--- config.mk ---
export PLATFORM = sky130hd
export DESIGN_NAME = sum_acc8
export DESIGN_NICKNAME = d
export VERILOG_FILES = /design/src/rtl/hadder_pkg.sv /design/src/rtl/sum_acc8_mod_n_counter.sv /design/src/rtl/sum_acc8.sv
export SDC_FILE = /design/constraint.sdc
export NUM_CORES = 1
export LEC_CHECK = 0
export BUFFER_PORTS_ARGS = -buffer_cell sky130_fd_sc_hd__buf_2
export CORE_MARGIN = 2
export CORE_UTILIZATION = 36
export DETAILED_ROUTE_END_ITERATION = 10
export SYNTH_ARGS = -nofsm -noshare
export SYNTH_HDL_FRONTEND = slang
export SYNTH_SLANG_ARGS = --single-unit
--- constraint.sdc ---
create_clock -name CLK -period 1.8 [get_ports CLK]
set_clock_uncertainty 0.1 [all_clocks]
set_input_delay 0 -clock CLK [delete_from_list [all_inputs] [get_ports CLK]]
set_output_delay 0 -clock CLK [all_outputs]
set_load 0.005 [all_outputs]
--- src/rtl/hadder_pkg.sv ---
// Shared adder-side definitions: sample width and the accumulator FSM encoding.
// Both the adder datapath and its downstream consumers import this package.
package hadder_pkg;

    localparam int DATA_W = 8;

    typedef enum logic [1:0] {
        ST_IDLE = 2'd0,
        ST_ACC  = 2'd1,
        ST_DONE = 2'd2
    } state_t;

endpackage

--- src/rtl/sum_acc8_mod_n_counter.sv ---
// Modulo-N counter with sync clear/enable and terminal-count flag at N-1.
// Latency: count updates on the edge after en; tc is decoded from the count register.
// Backpressure: none, the caller gates en.
module mod_n_counter #(
    parameter int N     = 4,
    parameter int CNT_W = 2
) (
    input  logic             clk,
    input  logic             rst,
    input  logic             clr,
    input  logic             en,
    output logic [CNT_W-1:0] cnt,
    output logic             tc
);

    localparam logic [CNT_W-1:0] LAST = CNT_W'(N - 1);

    assign tc = (cnt == LAST);

    always_ff @(posedge clk) begin
        if (rst || clr) begin
            cnt <= '0;
        end else if (en) begin
            cnt <= tc ? '0 : cnt + CNT_W'(1);
        end
    end

endmodule

--- src/rtl/sum_acc8.sv ---
// Batch accumulator: sums N 8-bit samples and presents the total on a held output.
// Latency: SUM_VALID rises on the edge after the Nth accepted sample.
// Backpressure: D_READY only in ACC; DONE holds SUM until SUM_READY. SUM_ACC8_SATURATE_EN clamps and adds SAT.
module sum_acc8
    import hadder_pkg::*;
#(
    parameter int   N     = 4,
    parameter int   ACC_W = 10,
    localparam int  CNT_W = (N > 1) ? $clog2(N) : 1
) (
    input  logic              CLK,
    input  logic              RST,
    input  logic              START,
    input  logic [DATA_W-1:0] D,
    input  logic              D_VALID,
    output logic              D_READY,
    output logic [ACC_W-1:0]  SUM,
    output logic              SUM_VALID,
    input  logic              SUM_READY,
    output logic              BUSY,
`ifdef SUM_ACC8_SATURATE_EN
    output logic              SAT,
`endif
    output logic [CNT_W-1:0]  CNT
);

    state_t           state;
    state_t           state_nxt;
    logic             accept;
    logic             batch_start;
    logic             last;
    logic [ACC_W-1:0] sum_add;

    always_ff @(posedge CLK) begin
        if (RST) begin
            state <= ST_IDLE;
        end else begin
            state <= state_nxt;
        end
    end

    always_comb begin
        state_nxt   = state;
        accept      = 1'b0;
        batch_start = 1'b0;
        case (state)
            ST_IDLE: begin
                if (START) begin
                    batch_start = 1'b1;
                    state_nxt   = ST_ACC;
                end
            end
            ST_ACC: begin
                if (D_VALID) begin
                    accept = 1'b1;
                    if (last) begin
                        state_nxt = ST_DONE;
                    end
                end
            end
            ST_DONE: begin
                // START alone is ignored here; paired with SUM_READY it chains the next batch.
                if (SUM_READY) begin
                    if (START) begin
                        batch_start = 1'b1;
                        state_nxt   = ST_ACC;
                    end else begin
                        state_nxt   = ST_IDLE;
                    end
                end
            end
            default: state_nxt = ST_IDLE;
        endcase
    end

    assign D_READY   = (state == ST_ACC);
    assign SUM_VALID = (state == ST_DONE);
    assign BUSY      = (state != ST_IDLE);

    mod_n_counter #(
        .N     (N),
        .CNT_W (CNT_W)
    ) u_cnt (
        .clk (CLK),
        .rst (RST),
        .clr (batch_start),
        .en  (accept),
        .cnt (CNT),
        .tc  (last)
    );

`ifdef SUM_ACC8_SATURATE_EN
    logic [ACC_W:0] sum_ext;
    logic           clamp;

    // One guard bit is enough: a single 8-bit addend can overflow at most once.
    assign sum_ext = {1'b0, SUM} + (ACC_W + 1)'(D);
    assign clamp   = sum_ext[ACC_W];
    assign sum_add = clamp ? '1 : sum_ext[ACC_W-1:0];

    always_ff @(posedge CLK) begin
        if (RST || batch_start) begin
            SAT <= 1'b0;
        end else if (accept && clamp) begin
            SAT <= 1'b1;
        end
    end
`else
    assign sum_add = SUM + ACC_W'(D);
`endif

    always_ff @(posedge CLK) begin
        if (RST || batch_start) begin
            SUM <= '0;
        end else if (accept) begin
            SUM <= sum_add;
        end
    end

endmodule

==> results.txt, run 1 <==
----------------------------------------------------
[Synthesis]
  Average size of a mapped cell ... 8.30 um2
  Area share of the largest cell type after synthesis ... 29.9%
  Number of synthesis warnings ... 0
  Sequential cell area fraction in the yosys report ... 29.9%
  Synth async-reset ratio ... 0%
  Post-synth EDFFs ... 0
  Synthesized flop and latch total ... 14
  Area leader, netlist ... sky130_fd_sc_hd__dfxtp_1
  Commonest cells post-synth ... sky130_fd_sc_hd__nand2_1, sky130_fd_sc_hd__dfxtp_1, sky130_fd_sc_hd__a21oi_1, sky130_fd_sc_hd__ha_1, sky130_fd_sc_hd__nor2_1
  Most used flip-flop cell after synthesis ... sky130_fd_sc_hd__dfxtp_1
  Most frequent cell after synthesis ... sky130_fd_sc_hd__nand2_1
  Net count after synthesis ... 136
  Area of the mapped netlist ... around 940 um2
  Synth area leaders ... sky130_fd_sc_hd__dfxtp_1, sky130_fd_sc_hd__ha_1, sky130_fd_sc_hd__nand2_1, sky130_fd_sc_hd__a21oi_1, sky130_fd_sc_hd__nor2_1
  Number of instances in the synthesized netlist ... ~110
  Post-synthesis cell type count ... 37

[GRT]
  Pin count of the biggest net entering global routing ... 11
  Routing usage on met1 ... 21.9%
  Total global routing overflow ... 0
  Initial antenna violation count ... 0
  Wire length of the first global-routing pass ... 3790 um
  Number of global-route vias before repair ... 914
  Grt met2 use ... a little under a third
  GRT Util Overall ... between 10% and 20%
  Fraction of met3 tracks used by global routing ... ~3.2%
  Most heavily used metal layer in global routing ... met2

[Drt]
  Wirelength, routed ... 2380 um
  Drt first pass iters ... 4
  Average wire length per cell after detail routing ... 12.4 um
  Total number of vias ... ~930
  Number of routed nets with antenna violations ... 0
  Number of remaining DRC errors ... 0
  Number of violations reported at the end of detailed-routing iteration 0 ... 10
  Avg Vias per Cell ... 4.87

[Placement]
  Pre-CTS worst setup slack ... -199 ps
  Port-buffer cells ... 27
  Routability-driven placement congestion ratio ... about 0.8
  Hpwl dp ... between 1500 and 2000 um

[Power and ir drop]
  Power density over the cells ... 508 nW/um2
  Register share of total power ... 46.0%
  Sw frac ... 30.1%
  Overall power ... 0.716 mW
  Combinational power share ... 27.5%
  Net switching power ... 0.216 mW
  Leakage power summed over all cells ... between 0.6 and 0.7 nW
  Clock group share of total power ... 26.4%
  Internal power ... 0.500 mW
  Maximum VDD drop ... between 300 and 400 uV

[Setup path]
  Start point of the critical path ... SUM[0]
  Crit path DAT ... 2000 ps
  Worst reg2reg path startpoint ... SUM[0]
  Crit path capture type ... flop
  Kind of start point of the critical path ... flop
  Cells traversed along the worst timing path ... ha_4 -> inv_2 -> fa_2 -> nor2b_2 -> o21ai_2 -> o211ai_1 -> o311ai_1 -> mux2_1
  Max Fanout on Critical Path ... 2
  Worst EP required ... 1880 ps
  Setup CP Type ... flop to flop
  Worst path max stage delay ... between 300 and 400 ps
  CP max-delay cell ... sky130_fd_sc_hd__dfxtp_2

[Timing]
  RSZ-0062 raised after global routing ... true
  Max Transition Viols Final ... 0
  Period utilisation layout ... 107%
  Final Worst Setup Slack ... -120 ps
  Worst rel slew slack ... 73.6%
  Highest Clock Rate ... 521 MHz
  Fin crit period ... 1920 ps
  Final hold vios ... 0
  Count of final setup violators ... 6
  Slew of the pin with the lowest slew margin ... 396 ps

[Clocking]
  CTS Root Buffer Type ... sky130_fd_sc_hd__clkbuf_4
  H-tree depth ... 1
  CTS max path bufs ... 2
  Number of clock buffers inserted by TritonCTS ... 3
  Clk Latency, worst-skew pair ... 280 ps
  Clock transition at the registers of the reported paths ... roughly 90 ps
  TritonCTS clock tree ... yes
  Clock tree sinks ... 14

[Min path]
  Type of the worst min-delay path ... input pin to flop
  Hold Path Origin ... D[0]

[Cells and area]
  Number of nets at the end of the flow ... about 190
  Proportion of layout cells with a drive suffix above 1 ... between 50 and 60%
  Final Util ... 56.8%
  ANT cells ... 0
  Relative area change from synthesis to final layout ... 50.0%
  Number of filler instances in the final layout ... 231

[Die]
  Starting density of the core ... 37.9%
  Die Outline Area ... 3030 um2
  I/O pins ... 28
  Floorplan Core Area ... between 2000 and 2500 um2
  Chip width ... 55.1 um
  Chip height ... ~55 um
  Number of placement rows ... 18

[Run]
  Number of max-cap violations ... 0

[Status]
  Violated checks ... setup timing
  Status ... finished, violations left

----------------------------------------------------
-- final cells by class --
type / count / area (um2) / area share, %
clock buffers: 3 / 22.5 / 1.60
flip-flops and latches: 14 / 294 / 20.9
inverters: 7 / 26.3 / 1.87
well taps: 30 / 37.5 / 2.67
multi-input cells: 89 / 727 / 51.6
repair buffers: 48 / 300 / 21.3
-- sequential cells by signal (all words and copies together) (netlist names) --
register	cells
SUM	10
state	2
u_cnt.cnt	2
-- power by group through the flow --
| stage | registers [mW] | logic (mW) | clock network [mW] |
|---|---|---|---|
| finish | 0.329 | 0.197 | 0.189 |
| global route | 0.331 | 0.223 | 0.201 |
| CTS | 0.330 | 0.191 | 0.191 |
| detailed placement | 0.336 | 0.171 | 0 |
| global placement | 0.335 | 0.166 | 0 |
| floorplan | 0.337 | 0.0975 | 0 |
-- worst max-delay path, delay by kind of cell (launching register included) --
kind	cells	cell delay [ps]
DFF	1	350
buffers and inverters	1	30
and+or+nand+nor	1	160
AOI/OAI and AO/OA	3	390
adders and majority gates	2	460
muxes	1	320
-- cells in the final DEF (no fill, tap or decap), drive strengths merged, types with 2 or more instances in the layout --
cell type,count
nor2b,6
nand2,17
ha,9
or3,2
nor3,4
a31oi,2
nand2b,2
and2,3
and3,2
buf,45
a21o,2
xnor2,2
o21ai,5
o211ai,2
clkbuf,3
inv,7
a21oi,10
nor2,9
dlygate4sd3,3
dfxtp,14
-- path summary, 6_finish.rpt --
path	to	slack [ps]	depth (start not counted)
worst max-delay path	SUM[8]	-120	8
worst min-delay path	SUM[0]	40	4
worst max register to register	SUM[8]	-120	8
worst min register to register	SUM[5]	390	2
-- logic make-up after synthesis --
group                    share of synthesized area (%)
AND/OR/NAND/NOR                                   26.5
AO/OA/AOI/OAI                                     21.5
flip-flops                                        29.9
buffers and inverters                             4.93
adder cells (fa/ha/maj)                           14.1
XOR/XNOR                                          1.87
multiplexers                                      1.20
-- per-layer routing --
| layer | part of all wire (%) | up-vias |
|---|---|---|
| met4 | 0.88 | 0 |
| met2 | 47 | 19 |
| met1 | 48 | 420 |
| li1 | - | 489 |
| met3 | 4.0 | 3 |
| met5 | 0 | - |
-- stage by stage --
stage                     area [um2]  TNS (ps)  hold WS, ps  instances
after global routing            1410      -807         67.8        191
after global placement          1240      -418         97.8        181
after floorplan                  981      -149        -27.6        113
after detailed placement        1240      -605         98.8        181
after CTS                       1360      -351         46.2        190
final                           1410      -359         39.0        191
-- repair_timing --
| item | CTS | global route |
|---|---|---|
| hold buffers | 3 | 0 |
| resized for setup | 11 | 10 |
| gates cloned | 0 | 0 |
| pin swaps | 15 | 7 |
| endpoints found under the hold margin | 2 | 0 |
| buffers inserted | 4 | 2 |
| endpoints found under the setup margin | 6 | 7 |
Power figures use the tool's default switching activity.
==> run 2, diff against run 1 <==
- ABC_AREA: not set -> 1
==> run 2 against run 1 <==
Compared with the run above:
- the flow now finishes without violations
- final area down 11%
- combinational power down 20%
- total power down 6.3%
- synthesized cell count is 32% higher
- first-iteration DRC count is 140% higher
- register-to-register slack improved by 250 ps
- final cell count is 12% higher
- area after synthesis increased by 8.4%
- flip-flop and latch count unchanged
- setup slack better by 250 ps
- sequential share of layout area rose by 1.5 points
- routed wire length shrank 7.4%
==> results.txt, run 2 <==
----------------------------------------------------
[Status]
  Status ... finished, final reports clean

[Timing]
  Highest Clock Rate ... 598 MHz (+15%)
  Fin crit period ... 1670 ps (-246 ps)
  Period utilisation layout ... 93.0% (-14 points)
  Final Hold Slack ... 36.6 ps (-2.34 ps)
  Max Transition Viols Final ... 0 (unchanged)
  Worst rel slew slack ... 84.7% (+11 points)
  Slew of the pin with the lowest slew margin ... 229 ps (-167 ps)
  Final hold vios ... 0 (unchanged)
  Summed negative setup slack over all endpoints ... 0 ps (+359 ps)
  Count of final setup violators ... 0 (-6)

[Drt]
  Drt first pass iters ... 5 (+1)
  DRT met1 WL ... 1010 um (-11%)
  Total number of vias ... 1044 (+12%)
  Number of routed nets with antenna violations ... 0 (unchanged)
  Number of violations reported at the end of detailed-routing iteration 0 ... 24 (+14)
  Met3 wire length ... 71 um (-26%)
  Average wire length per cell after detail routing ... 10.3 um (-17%)
  Number of remaining DRC errors ... 0 (unchanged)
  Routed wl met2 ... 1090 um (-2.1%)
  Wirelength, routed ... 2200 um (-7.4%)
  Top routing layer in use ... met4
  Avg Vias per Cell ... 4.88 (about the same)

[Placement]
  Cell area after placement ... 1170 um2 (-5.5%)
  Routability-driven placement congestion ratio ... 0.851 (+6.1%)
  Hpwl dp ... 1770 um (-1.9%)
  Port-buffer cells ... 27 (unchanged)

[Clocking]
  TritonCTS clock tree ... yes
  Clock transition at the registers of the reported paths ... 90 ps (about the same)
  CTS Root Buffer Type ... sky130_fd_sc_hd__clkbuf_4
  Clk Latency, worst-skew pair ... 280 ps (about the same)
  Number of clock buffers inserted by TritonCTS ... 3 (unchanged)
  H-tree depth ... 1 (unchanged)
  CTS max path bufs ... 2 (unchanged)
  Clock tree sinks ... 14 (unchanged)

[Power and ir drop]
  Net switching power ... 0.206 mW (-4.7%)
  Power density over the cells ... 534 nW/um2 (+5.0%)
  Leakage power summed over all cells ... 0.726 nW (+15%)
  Clock group share of total power ... 27.6% (+1.2 points)
  Maximum VDD drop ... 438 uV (+34%)
  Internal power ... 0.465 mW (-7.0%)
  Sw frac ... 30.7% (+0.52 points)
  Combinational power share ... 23.6% (-3.9 points)
  Register share of total power ... 48.9% (+2.9 points)

[GRT]
  Total global routing overflow ... 0 (unchanged)
  GRT Util Overall ... 14.3% (-3.0 points)
  Pin count of the biggest net entering global routing ... 19 (+8)
  Wire length of the first global-routing pass ... 3720 um (-1.8%)
  Initial antenna violation count ... 0 (unchanged)
  Number of global-route vias before repair ... 964 (+5.5%)

[Min path]
  Instance count along the most critical hold path ... 4 (unchanged)
  Type of the worst min-delay path ... input pin to flop

[Setup path]
  FF-to-FF path depth ... 11 (+3)
  Worst EP required ... 1880 ps (about the same)
  Crit path capture type ... flop
  Kind of start point of the critical path ... flop
  Crit path DAT ... 1760 ps (-240 ps)
  Setup CP Type ... flop to flop
  Max Fanout on Critical Path ... 3 (+1)

[Cells and area]
  Most frequent cells in the layout ... sky130_fd_sc_hd__nand2_1, sky130_fd_sc_hd__buf_2, sky130_fd_sc_hd__inv_1, sky130_fd_sc_hd__nand3_1, sky130_fd_sc_hd__dfxtp_1
  Area taken by flip-flops and latches ... 282 um2 (-4.3%)
  ANT cells ... 0 (unchanged)
  Leading registers by flop count ... SUM (10), state (2), u_cnt.cnt (2)
  Proportion of layout cells with a drive suffix above 1 ... 23.0% (-27 points)
  Flip-flop count of the largest register, all copies and words added ... 10 (unchanged)
  Area of the multi-input gates ... 621 um2 (-15%)
  Area of all placed cells without fillers ... 1250 um2 (-11%)
  Relative area change from synthesis to final layout ... 23.4%
  Most common library cell in the layout ignoring fill and taps ... sky130_fd_sc_hd__nand2_1
  Largest register by flop count ... SUM
  Number of filler instances in the final layout ... 307 (+33%)
  Number of nets at the end of the flow ... 208 (+12%)

[Synthesis]
  Number of synthesis warnings ... 0 (unchanged)
  Synth area leaders ... sky130_fd_sc_hd__dfxtp_1, sky130_fd_sc_hd__nand2_1, sky130_fd_sc_hd__ha_1, sky130_fd_sc_hd__inv_1, sky130_fd_sc_hd__nand3_1
  Area share of the largest cell type after synthesis ... 27.6% (-2.3 points)
  Area of the mapped netlist ... 1020 um2 (+8.4%)
  Net count after synthesis ... 172 (+26%)
  Synthesized flop and latch total ... 14 (unchanged)
  Most frequent cell after synthesis ... sky130_fd_sc_hd__nand2_1
  Post-synthesis cell type count ... 22 (-41%)
  Most used flip-flop cell after synthesis ... sky130_fd_sc_hd__dfxtp_1
  Number of instances in the synthesized netlist ... 149 (+32%)
  Commonest cells post-synth ... sky130_fd_sc_hd__nand2_1, sky130_fd_sc_hd__inv_1, sky130_fd_sc_hd__nand3_1, sky130_fd_sc_hd__dfxtp_1, sky130_fd_sc_hd__a21oi_1
  Sequential cell area fraction in the yosys report ... 27.6% (-2.3 points)
  Synth async-reset ratio ... 0% (unchanged)
  Area leader, netlist ... sky130_fd_sc_hd__dfxtp_1
  Average size of a mapped cell ... 6.83 um2 (-18%)
  Post-synth EDFFs ... 0 (unchanged)

[Die]
  Chip height ... 57.2 um (+3.8%)
  I/O pins ... 28 (unchanged)
  Chip width ... 57.2 um (+3.8%)
  Floorplan Core Area ... 2710 um2 (+9.4%)
  Number of placement rows ... 19 (+1)
  Starting density of the core ... 37.5% (-0.34 points)
  Die Outline Area ... 3270 um2 (+7.8%)

[Run]
  Number of max-cap violations ... 0 (unchanged)

----------------------------------------------------
-- run 2: stage by stage --
step	instances	worst slack [ps]	util [%]	total power [mW]
after floorplan	149	130	-	0.442
after global placement	206	90.1	43.2	0.483
after detailed placement	206	28.7	43.2	0.485
after CTS	214	19.0	45.9	0.676
after global routing	214	-17.2	46.3	0.712
final	214	126	46.3	0.670
-- run 2: logic make-up after synthesis --
logic type | count (synthesis) | share of synthesized area, %
simple gates | 71 | 30.6
xor+xnor | 3 | 2.58
buf+inv | 28 | 12.4
compound gates | 23 | 13.8
fa+ha+maj | 10 | 13.0
flops | 14 | 27.6
-- run 2: worst max-delay path: stages, from the launching register on --
cell and delay [ps]:
sky130_fd_sc_hd__dfxtp_2 350, sky130_fd_sc_hd__ha_2 190, sky130_fd_sc_hd__inv_1 60, sky130_fd_sc_hd__fa_2 340, sky130_fd_sc_hd__inv_1 80, sky130_fd_sc_hd__nand3_1 80, sky130_fd_sc_hd__nand3_2 90, sky130_fd_sc_hd__nand2_1 50
sky130_fd_sc_hd__nand2_1 80, sky130_fd_sc_hd__nand3_1 70, sky130_fd_sc_hd__nand2_1 60, sky130_fd_sc_hd__nor2_1 40
-- run 2: worst paths after layout --
kind	startpoint	end	slack, ps
max	SUM[0]	SUM[8]	130
min	D[0]	SUM[0]	40
max reg2reg	SUM[0]	SUM[8]	130
min reg2reg	SUM[0]	SUM[0]	390
-- run 2: layout make-up --
type / instances / area share, %
multi-input cells: 107 / 49.5
flip-flops and latches: 14 / 22.4
repair buffers: 32 / 14.8
inverters: 27 / 8.47
well taps: 31 / 3.09
clock buffers: 3 / 1.79
-- run 2: power groups by stage --
stage	combinational (mW)	sequential (mW)	clock [mW]
4_1_cts	0.159	0.328	0.190
2_1_floorplan	0.107	0.335	0
5_1_grt	0.180	0.329	0.203
3_3_place_gp	0.149	0.334	0
6_report	0.158	0.328	0.185
3_5_place_dp	0.150	0.335	0
-- run 2: what timing repair did --
action / 4_1_cts / 5_1_grt
gates resized for setup: 0 / 4
buffers inserted: 0 / 0
hold endpoints to repair: 5 / 0
hold buffers: 5 / 0
setup endpoints to repair: 0 / 3
-- run 2: metal layers --
metal  GRT usage (%)  up-vias
li1                -      556
met1            16.8      467
met2            25.8       17
met3            2.04        4
met4            5.98        0
met5               0        -
==> run 3, diff against run 2 <==
- CORE_MARGIN: 2 -> 8
==> run 3 against run 2 <==
Compared with the run above:
- sequential power barely moved
- via count rose by 2.6%
- total power rose by 9.6%
- combinational power rose by 3%
- core utilization rose by 1.3 points
- setup slack got worse by 5.1 ps
- routed wire length rose by 15%
- global-route usage fell by 3.7 points
- clock power rose by 32%
- non-clock buffer count rose by 2
- first-iteration DRC count rose by 21%
- sequential share of layout area fell by 0.63 points
==> results.txt, run 3 (synthesis gave the netlist of run 2 again) <==
----------------------------------------------------
[Power and ir drop]
  Maximum VDD drop ... 365 uV (-17%)
  Overall power ... 0.735 mW (+9.6%)
  Power density over the cells ... 569 nW/um2 (+6.6%)
  Leakage power summed over all cells ... 0.746 nW (+2.8%)

[Clocking]
  Post CTS Setup Buffer Count ... 0 (unchanged)
  CTS max path bufs ... 2 (unchanged)
  Clock tree sinks ... 14 (unchanged)
  Clock transition at the registers of the reported paths ... 100 ps (about the same)
  H-tree depth ... 1 (unchanged)
  Number of clock buffers inserted by TritonCTS ... 3 (unchanged)
  TritonCTS clock tree ... yes
  Clk Latency, worst-skew pair ... 300 ps (+20 ps)
  CTS Root Buffer Type ... sky130_fd_sc_hd__clkbuf_4

[Placement]
  Cell count after placement ... 206 (unchanged)
  Hpwl dp ... 2000 um (+13%)
  Routability-driven placement congestion ratio ... 0.876 (+3.0%)
  Port-buffer cells ... 27 (unchanged)

[Drt]
  Avg Vias per Cell ... 4.94 (+1.2%)
  Total number of vias ... 1071 (+2.6%)
  Average wire length per cell after detail routing ... 11.6 um (+13%)
  Number of routed nets with antenna violations ... 0 (unchanged)
  Number of remaining DRC errors ... 0 (unchanged)
  Drt first pass iters ... 4 (-1)
  Number of violations reported at the end of detailed-routing iteration 0 ... 29 (+21%)
  Wirelength, routed ... 2530 um (+15%)

[Cells and area]
  Most frequent cells in the layout ... sky130_fd_sc_hd__nand2_1, sky130_fd_sc_hd__buf_2, sky130_fd_sc_hd__inv_1, sky130_fd_sc_hd__nand3_1, sky130_fd_sc_hd__dfxtp_1
  Final Util ... 47.6% (+1.3 points)
  Most common library cell in the layout ignoring fill and taps ... sky130_fd_sc_hd__nand2_1
  Number of nets at the end of the flow ... 210 (+0.96%)
  Flip-flop count of the largest register, all copies and words added ... 10 (unchanged)
  Largest register by flop count ... SUM
  Leading registers by flop count ... SUM (10), state (2), u_cnt.cnt (2)
  Proportion of layout cells with a drive suffix above 1 ... 23.1% (+0.17 points)
  Final Instance Count excl. Fillers ... 217 (+1.4%)
  Relative area change from synthesis to final layout ... 26.9%
  ANT cells ... 0 (unchanged)

[Setup path]
  Max Fanout on Critical Path ... 18 (+15)
  Crit path capture type ... flop
  Setup CP Type ... flop to flop
  Crit path DAT ... 1810 ps (+50 ps)
  Worst EP required ... 1930 ps (+50 ps)
  Kind of start point of the critical path ... flop

[Min path]
  Type of the worst min-delay path ... input pin to flop

[GRT]
  Total global routing overflow ... 0 (unchanged)
  Number of global-route vias before repair ... 1037 (+7.6%)
  Wire length of the first global-routing pass ... 4330 um (+16%)
  Pin count of the biggest net entering global routing ... 19 (unchanged)
  GRT Util Overall ... 10.6% (-3.7 points)
  Initial antenna violation count ... 0 (unchanged)

[Timing]
  Highest Clock Rate ... 596 MHz (-0.30%)
  Count of final setup violators ... 0 (unchanged)
  Slew of the pin with the lowest slew margin ... 225 ps (-3.72 ps)
  Period utilisation layout ... 93.3% (+0.28 points)
  Max Transition Viols Final ... 0 (unchanged)
  Fin crit period ... 1680 ps (+5.09 ps)
  Final Hold Slack ... 81.5 ps (+44.9 ps)
  Final hold vios ... 0 (unchanged)
  Worst rel slew slack ... 85.0% (+0.25 points)

[Die]
  Chip height ... 69.2 um (+21%)
  I/O pins ... 28 (unchanged)
  Number of placement rows ... 19 (unchanged)
  Chip width ... 69.2 um (+21%)
  Die Outline Area ... 4780 um2 (+46%)
  Floorplan Core Area ... 2710 um2 (unchanged)
  Starting density of the core ... 37.5% (unchanged)

[Status]
  Status ... finished, final reports clean

[Run]
  Number of max-cap violations ... 0 (unchanged)

----------------------------------------------------
==> run 3: area by class of cell <==
class / instances / area [um2]
multi-input combinational: 107 / 621
timing repair buffer: 34 / 205
tap: 31 / 38.8
clock buffer: 4 / 36.3
sequential: 14 / 282
fill: 290 / 1420
inverter: 27 / 109
==> run 3: worst max-delay path: stages, from the launching register on <==
cell and delay [ps]:
sky130_fd_sc_hd__dfxtp_1 350, sky130_fd_sc_hd__inv_2 60, sky130_fd_sc_hd__nor2_4 130, sky130_fd_sc_hd__nand2_4 110, sky130_fd_sc_hd__inv_8 130, sky130_fd_sc_hd__nand2_1 60, sky130_fd_sc_hd__a21oi_1 110, sky130_fd_sc_hd__dlygate4sd3_1 550
==> run 3: power by group <==
part           switching (mW)  internal (mW)
sequential            0.00787          0.320
clock                   0.120          0.123
combinational          0.0939         0.0695
==> run 3: final timing paths <==
check                    start      endpoint  slack (ps)  cells after the start
setup / recovery      state[0]        SUM[0]         120                      7
hold / removal            D[1]        SUM[1]          80                      4
setup reg to reg      state[0]        SUM[0]         120                      7
hold reg to reg   u_cnt.cnt[1]  u_cnt.cnt[1]         390                      2
==> run 3: layer usage <==
metal  GRT usage, %  vias up  wire length (um)
li1               -      551                 -
met2           18.9       20              1260
met4           3.42        0                34
met3           5.01        4               185
met5              0        -                 0
met1           10.5      496              1040
==> run 3: metrics by stage <==
| stage | TNS, ps | instance area, um2 | setup WS, ps |
|---|---|---|---|
| 6_report | 0 | 1290 | 121 |
| 5_1_grt | -0.0639 | 1290 | -0.0639 |
| 4_1_cts | 0 | 1280 | 33.7 |
| 3_5_place_dp | 0 | 1170 | 41.7 |
| 3_3_place_gp | 0 | 1170 | 95.8 |
| 2_1_floorplan | 0 | 1020 | 130 |
==> run 3: timing repair <==
action                                 4_1_cts  5_1_grt
resized for setup                            0        5
hold buffers                                 7        0
setup endpoints to repair                    0        3
endpoints found under the hold margin        5        0
